`config.mk`:
```
export PLATFORM = sky130hd
export DESIGN_NAME = jt49_bus
export DESIGN_NICKNAME = d
export VERILOG_FILES = /design/src/rtl/jt49_bus.sv
export SDC_FILE = /design/constraint.sdc
export NUM_CORES = 1
export LEC_CHECK = 0
export BUFFER_PORTS_ARGS = -buffer_cell sky130_fd_sc_hd__buf_4
export CAP_MARGIN = 20
export CORE_MARGIN = 5
export CORE_UTILIZATION = 50
export DETAILED_ROUTE_END_ITERATION = 8
export GPL_TIMING_DRIVEN = 0
export PLACE_DENSITY_LB_ADDON = 0.15
export SYNTH_ARGS = -nofsm -noshare
export SYNTH_HDL_FRONTEND = slang
export SYNTH_SLANG_ARGS = --single-unit
```
`constraint.sdc`:
```
create_clock -name clk -period 3.51 [get_ports clk]
set_clock_uncertainty 0.05 [all_clocks]
set_input_delay 0.5265 -clock clk [delete_from_list [all_inputs] [get_ports clk]]
set_output_delay 0.5265 -clock clk [all_outputs]
set_load 0.02 [all_outputs]
```
`src/rtl/jt49_bus.sv`:
```
// Command FIFO and bus sequencer for a YM2149/AY-3-8910 PSG register port.
// Commands are queued on any clock and played out as timed
// SETUP / STROBE (write) or SETUP / RDWAIT (read) accesses, with each access
// followed by an idle GAP. Every bus-timing step is qualified by cen.
module jt49_bus #(
  parameter int unsigned FIFO_AW = 2,
  parameter int unsigned WR_LEN  = 2,
  parameter int unsigned GAP_LEN = 1
) (
  input  logic             clk,
  input  logic             rst,
  input  logic             cen,
  input  logic             cmd_valid,
  output logic             cmd_ready,
  input  logic             cmd_rd,
  input  logic [3:0]       cmd_addr,
  input  logic [7:0]       cmd_data,
  output logic             rsp_valid,
  output logic [7:0]       rsp_data,
  output logic             busy,
  output logic [FIFO_AW:0] level,
  output logic [3:0]       addr,
  output logic [7:0]       din,
  output logic             cs_n,
  output logic             wr_n,
  input  logic [7:0]       psg_dout
);

  localparam int unsigned DEPTH = 1 << FIFO_AW;
  localparam int unsigned LW    = FIFO_AW + 1;
  localparam int unsigned CW    = 4;

  typedef struct packed {
    logic       rd;
    logic [3:0] addr;
    logic [7:0] data;
  } cmd_t;

  typedef enum logic [2:0] {
    ST_IDLE,
    ST_SETUP,
    ST_STROBE,
    ST_RDWAIT,
    ST_GAP
  } state_t;

  cmd_t               mem_q [DEPTH];
  logic [FIFO_AW-1:0] wr_ptr_q, rd_ptr_q;
  logic [LW-1:0]      level_q, level_d;
  logic               cmd_ready_q, cmd_ready_d;
  state_t             state_q, state_d;
  logic [CW-1:0]      cnt_q, cnt_d;
  logic               rd_q, rd_d;
  logic [3:0]         addr_q, addr_d;
  logic [7:0]         din_q, din_d;
  logic               cs_n_q, cs_n_d;
  logic               wr_n_q, wr_n_d;
  logic               busy_q, busy_d;
  logic               rsp_valid_q;
  logic [7:0]         rsp_data_q;
  logic               push, pop, rsp_fire;
  cmd_t               head;
  cmd_t               wr_cmd;

  assign push   = cmd_valid & cmd_ready_q;
  assign wr_cmd = '{rd: cmd_rd, addr: cmd_addr, data: cmd_data};

  // FIFO storage: written on accepted pushes regardless of cen
  always_ff @(posedge clk) begin
    if (push) mem_q[wr_ptr_q] <= wr_cmd;
  end

  // Next-state logic: FSM sequencing, pop decision, occupancy and bus outputs
  always_comb begin
    state_d  = state_q;
    cnt_d    = cnt_q;
    rd_d     = rd_q;
    addr_d   = addr_q;
    din_d    = din_q;
    pop      = 1'b0;
    rsp_fire = 1'b0;
    head     = mem_q[rd_ptr_q];
    if (cen) begin
      case (state_q)
        ST_IDLE: begin
          if (level_q != '0) begin
            pop     = 1'b1;
            rd_d    = head.rd;
            addr_d  = head.addr;
            din_d   = head.rd ? 8'h00 : head.data;
            state_d = ST_SETUP;
          end
        end
        ST_SETUP: begin
          if (rd_q) begin
            state_d = ST_RDWAIT;
            cnt_d   = CW'(1);
          end else begin
            state_d = ST_STROBE;
            cnt_d   = CW'(WR_LEN - 1);
          end
        end
        ST_STROBE: begin
          if (cnt_q == '0) begin
            state_d = ST_GAP;
            cnt_d   = CW'(GAP_LEN - 1);
          end else begin
            cnt_d = cnt_q - CW'(1);
          end
        end
        ST_RDWAIT: begin
          if (cnt_q == '0) begin
            rsp_fire = 1'b1;
            state_d  = ST_GAP;
            cnt_d    = CW'(GAP_LEN - 1);
          end else begin
            cnt_d = cnt_q - CW'(1);
          end
        end
        ST_GAP: begin
          if (cnt_q == '0) state_d = ST_IDLE;
          else             cnt_d   = cnt_q - CW'(1);
        end
        default: state_d = ST_IDLE;
      endcase
    end

    case ({push, pop})
      2'b10:   level_d = level_q + LW'(1);
      2'b01:   level_d = level_q - LW'(1);
      default: level_d = level_q;
    endcase

    cmd_ready_d = (level_d != LW'(DEPTH));
    cs_n_d      = !((state_d == ST_STROBE) || (state_d == ST_RDWAIT));
    wr_n_d      = (state_d != ST_STROBE);
    busy_d      = (level_d != '0) || (state_d != ST_IDLE);
  end

  // State and output registers with asynchronous reset
  always_ff @(posedge clk or posedge rst) begin
    if (rst) begin
      state_q     <= ST_IDLE;
      cnt_q       <= '0;
      rd_q        <= 1'b0;
      addr_q      <= '0;
      din_q       <= '0;
      wr_ptr_q    <= '0;
      rd_ptr_q    <= '0;
      level_q     <= '0;
      cmd_ready_q <= 1'b1;
      cs_n_q      <= 1'b1;
      wr_n_q      <= 1'b1;
      busy_q      <= 1'b0;
      rsp_valid_q <= 1'b0;
      rsp_data_q  <= '0;
    end else begin
      state_q     <= state_d;
      cnt_q       <= cnt_d;
      rd_q        <= rd_d;
      addr_q      <= addr_d;
      din_q       <= din_d;
      level_q     <= level_d;
      cmd_ready_q <= cmd_ready_d;
      cs_n_q      <= cs_n_d;
      wr_n_q      <= wr_n_d;
      busy_q      <= busy_d;
      rsp_valid_q <= rsp_fire;
      if (push)     wr_ptr_q   <= wr_ptr_q + FIFO_AW'(1);
      if (pop)      rd_ptr_q   <= rd_ptr_q + FIFO_AW'(1);
      if (rsp_fire) rsp_data_q <= psg_dout;
    end
  end

  assign cmd_ready = cmd_ready_q;
  assign level     = level_q;
  assign busy      = busy_q;
  assign addr      = addr_q;
  assign din       = din_q;
  assign cs_n      = cs_n_q;
  assign wr_n      = wr_n_q;
  assign rsp_valid = rsp_valid_q;
  assign rsp_data  = rsp_data_q;

endmodule

```
### After elaboration in Yosys (flattened, before gate mapping)

Memory sizes are Yosys's and may differ from the RTL's.
Cells that the tools add are included.
W data, S select, Z words.

* word-level logic and storage cells: 63
* RAM bits: 52
* register bits after elaboration: 40
* memories kept: 1

Memory list
* mem_q: depth 4, width 13, read ports 1, clocked after memory_dff 0, wr ports 1, RTL line 47 `cmd_t mem_q [DEPTH];`

* reduce and logical (&&, ||, !) cells: 12
* multiplexer cells: 19
* bitwise operators: 1
* equality and inequality tests: 11
* add/subtract/negate cells: 5

Operators with widths (number)
* $eq A3 B2 Y1 const B: 4
* $mux W3: 4
* $pmux W3 S4: 1
* $pmux W4 S3: 1
* $reduce_bool A3 Y1: 4
* $mux W1: 9
* $mux W4: 2
* $mux W8: 1
* $pmux W3 S2: 1
* $reduce_and A3 Y1: 2
* $add A2 B1 Y2 const B: 2
* $logic_not A4 Y1: 1
* $sub A4 B1 Y4 const B: 1
* $add A3 B1 Y3 const B: 1
* $eq A3 B1 Y1 const B: 1
* $eq A3 B3 Y1 const B: 1
* $logic_not A3 Y1: 1
* $ne A3 B2 Y1 const B: 1
* $ne A3 B3 Y1 const B: 1
* $sub A3 B1 Y3 const B: 1
* $eq A2 B1 Y1 const B: 1
* $eq A2 B2 Y1 const B: 1
* $logic_or A1 B1 Y1: 2
* $ne A2 B2 Y1 const B: 1
* other kinds (3): 3

### Depth between registers and ports, before layout

* word-level depth: 8
* mapped depth: 10

### Worst setup path before layout

OpenSTA, ideal clock, no wires.

* path type: flip-flop to flip-flop
* from: register state_q[0]
* to: register busy_q, in the netlist busy
* path slack: 810 ps
* required time: 3318 ps
* data arrival time: 2509 ps
* path buffers: 0
* stages on the path, launching flop included: 11
* path through: dfrtp_1 or3_4 or3_4 clkinv_4 ha_1 inv_1 fa_1 xor2_1 o21a_1 nor4_1 nand4_1

* word-level cells in the longest chain between the ends: 7
* elaborated cells between the ends (all ways): 19
* classes of those cells: eq/ne: 6; mux: 8; reduce/logical: 5

Ends and longest elaborated chain
* start: declaration: RTL line 51 `state_t state_q, state_d;`
* start signal: assignment: RTL line 158 `state_q <= state_d;`
* $logic_not A3 Y1 (*): RTL line 84 `case (state_q)`
* $mux W1 (*): RTL line 84
* $mux W1 (*): RTL line 83 `if (cen) begin`
* named net pop: RTL line 61 `logic push, pop, rsp_fire;`
* $eq A2 B1 Y1 or $eq A2 B2 Y1 (tied branches): RTL line 128 `case ({push, pop})`
* $pmux W3 S2 (*): RTL line 128
* $reduce_bool A3 Y1 (*): RTL line 137 `busy_d = (level_d != '0) || (state_d != ST_IDLE);`
* $logic_or A1 B1 Y1 (*): RTL line 137
* named net busy_d: RTL line 58 `logic busy_q, busy_d;`
* end signal: assignment: RTL line 167 `busy_q <= busy_d;`
* end: declaration: RTL line 58

The timed path passes the listed nets; every way through them passes the cells marked *.
A chain may end at the register's enable or synchronous reset.

### Final worst setup path

Ends and elaborated chain as after synthesis.

==> key figures <==
Placed design
  – Post-DP Area: 4280 sq um
  – Number of port buffers: 52
  – RePlAce Congestion: 0.886
  – DP Wirelength: 4.52 mm
  – Placed Instances: 392

Global route
  – First-pass GRT wire length: 10.7 mm
  – Vias in the first global route: 2113
  – Global-route usage over all layers: 14.7%
  – Antenna violations before repair: 0
  – Total global routing overflow: 0
  – Largest net degree at the start of global routing: 41

Die
  – Die width: 96.8 um
  – Die area: 9370 sq um
  – Overall die height: 96.8 um
  – Row count: 31
  – Starting Density: 51.6%
  – Ports: 53
  – Core Area: 7290 sq um

Clock tree
  – Clk_lat worst skew: 0.35 ns
  – CTS tree: done
  – Longest Clk Path Bufs: 2
  – Post-CTS Hold Fix Bufs: 0
  – H-tree levels: 3
  – Clock Pin Slew Worst Setup and Hold Paths: 0.10 ns
  – Number of gates resized after cts: 0
  – Total clock buffers created by CTS: 9
  – Clock Tree Root: clkbuf_8
  – CTS sink count: 92
  – Post-CTS setup buffer count: 0

Synth
  – Post-synth EDFFs: 52
  – Seq/Total Area, Yosys: 68.1%
  – Main synth FF type: edfxtp_1
  – Post-synth cell types: 44
  – Mapped Cells: 241
  – Post-synthesis register bit count: 92
  – Post-synthesis net count: 274
  – Syn. warnings: 0
  – Syn Area/Cell: 15.6 sq um
  – Asr flop ratio synth: 43.5%
  – Post-Syn Area: 3770 sq um

Routing
  – Number of nets still failing antenna checks after routing: 0
  – Via count: 2095
  – Starting DRC count in detailed routing: 78
  – Vias per cell: 5.13
  – DRT Wirelength: 6.63 mm
  – DR pass1 iterations: 4
  – Remaining DRCs: 0
  – Avg WL per Cell: 16.2 um

Power
  – Worst vdd ir: 0.382 mV
  – Leak pwr: 1.86 nW
  – Pwr Density: 845 nW/um^2

Final layout
  – Reg area: 2570 sq um
  – Commonest cells after routing, fill and taps aside: buf_4 (53), edfxtp_1 (52), dfrtp_1 (37)
  – # diodes: 0
  – Share of cells above drive strength 1: 36.2%
  – Fill count: 587
  – Most common cell after layout, fill and taps aside: buf_4
  – Cell area after layout: 4490 sq um
  – Area of the multi-input gates: 1080 sq um
  – Post-route insts no fill: 408
  – NumNets Final: 337
  – Area delta synth->final: 19.3%

Timing
  – Final period util: 87.0%
  – Rel. slew slack: 42.4%
  – Slew Viols, Final: 0
  – Unrepaired setup endpoints after global routing: no
  – Final min period: 3.05 ns
  – Peak Freq: 328 MHz
  – Setup TNS: 0 ns
  – # setup viols final: 0
  – Hold Vio Cnt, Final: 0
  – Worst slew pin tran: 0.862 ns

Setup path
  – CP startpoint kind: flip-flop
  – CP arrival: 3.20 ns
  – Req. time, crit path: 3.65 ns
  – CP Max Fanout: 9
  – Setup crit end kind: flip-flop
  – Crit Path Class: reg -> reg

Run status
  – Status: finished, final reports clean

Flow run
  – Max cap viols: 0

Hold path
  – Worst Hold Class: in -> async
[final timing paths]
path / startpoint / depth (start not counted) / slack [ns] / end
setup / recovery: state_q[0]$_DFF_PP0_ / 10 / 0.46 / busy$_DFF_PP0_
hold / removal: rst / 2 / 0.30 / addr[0]$_DFFE_PP0P_
setup reg to reg: state_q[0]$_DFF_PP0_ / 10 / 0.46 / busy$_DFF_PP0_
hold reg to reg: rd_q$_DFFE_PP0P_ / 2 / 0.44 / rd_q$_DFFE_PP0P_
max in group asynchronous: rst / 2 / 2.53 / state_q[1]$_DFF_PP0_
min in group clk: cmd_addr[0] / 1 / 0.32 / mem_q[1][8]$_DFFE_PP_
[registers in the layout, indices dropped and copies added (netlist names)]
signal / flops
din: 8
wr_ptr_q: 2
cnt_q: 4
wr_n: 1
cs_n: 1
state_q: 3
busy: 1
mem_q: 52
cmd_ready: 1
addr: 4
rd_q: 1
level: 3
rsp_valid: 1
rsp_data: 8
rd_ptr_q: 2
[per-stage QoR]
| step | hold WS, ns | utilization [%] | worst slack, ns | total power [mW] |
|---|---|---|---|---|
| detailed placement | 0.426 | 58.7 | 0.470 | 3.12 |
| CTS | 0.310 | 61.6 | 0.455 | 3.84 |
| global placement | 0.415 | 58.7 | 0.474 | 3.08 |
| global route | 0.307 | 61.6 | 0.294 | 4.06 |
| floorplan | 0.397 | - | 0.810 | 2.64 |
| finish | 0.298 | 61.6 | 0.457 | 3.80 |
[critical path: stages, from the launching register on]
cell and delay (ns):
dfrtp_1 0.47, or3_4 0.42, or3_4 0.42, clkinv_4 0.12, ha_1 0.19, inv_1 0.06
fa_1 0.37, xor2_1 0.16, o21a_1 0.18, nor4_1 0.33, nand4_1 0.15
[metal layers]
layer / vias up / wire [um] / global-route usage, %
met3: 8 / 340 / 3.60
met1: 1020 / 3060 / 19.2
li1: 1012 / - / -
met2: 55 / 3130 / 23.7
met4: 0 / 98 / 5.83
met5: - / 0 / 0
[synthesized netlist by cell type, types with 3 or more instances]
library cell,number,share of area [%]
buf_2,4,0.53
nor2b_1,3,0.50
edfxtp_1,52,41
nand2b_1,3,0.50
ha_1,7,2.3
and3_1,5,0.83
a21oi_1,3,0.40
a22oi_1,3,0.60
mux2_2,13,3.9
xnor2_1,4,0.93
nor2_1,3,0.30
dfrtp_1,37,25
o21ai_0,7,0.93
inv_1,21,2.1
dfstp_2,3,2.1
mux4_2,13,7.8
o21ai_1,8,1.1
nand2_1,20,2.0
[where the power goes]
| group | total [mW] | internal [mW] | switching, mW |
|---|---|---|---|
| clock | 0.733 | 0.377 | 0.355 |
| combinational | 1.41 | 0.662 | 0.752 |
| sequential | 1.65 | 1.48 | 0.171 |
| total | 3.80 | 2.52 | 1.28 |
[layout make-up]
cell class              instances  share of cell area [%]
multi-input cells             120                    24.0
well taps                      99                    2.76
repair buffers                 52                    8.69
clock inverters                 4                    1.23
plain buffers                   7                   0.780
flip-flops and latches         92                    57.1
clock buffers                  12                    3.48
inverters                      22                    1.95
[cells by family (layout without fill, tap and decap cells)]
| kind of cell | after synthesis | in the layout | synth area share, % |
|---|---|---|---|
| fa+ha+maj | 8 | 8 | 2.86 |
| flops | 92 | 92 | 68.1 |
| simple gates | 51 | 51 | 7.87 |
| mux | 27 | 27 | 11.9 |
| compound gates | 29 | 29 | 4.78 |
| xor+xnor | 5 | 5 | 1.16 |
| buf+inv | 29 | 97 | 3.26 |
Power figures use the tool's default switching activity.
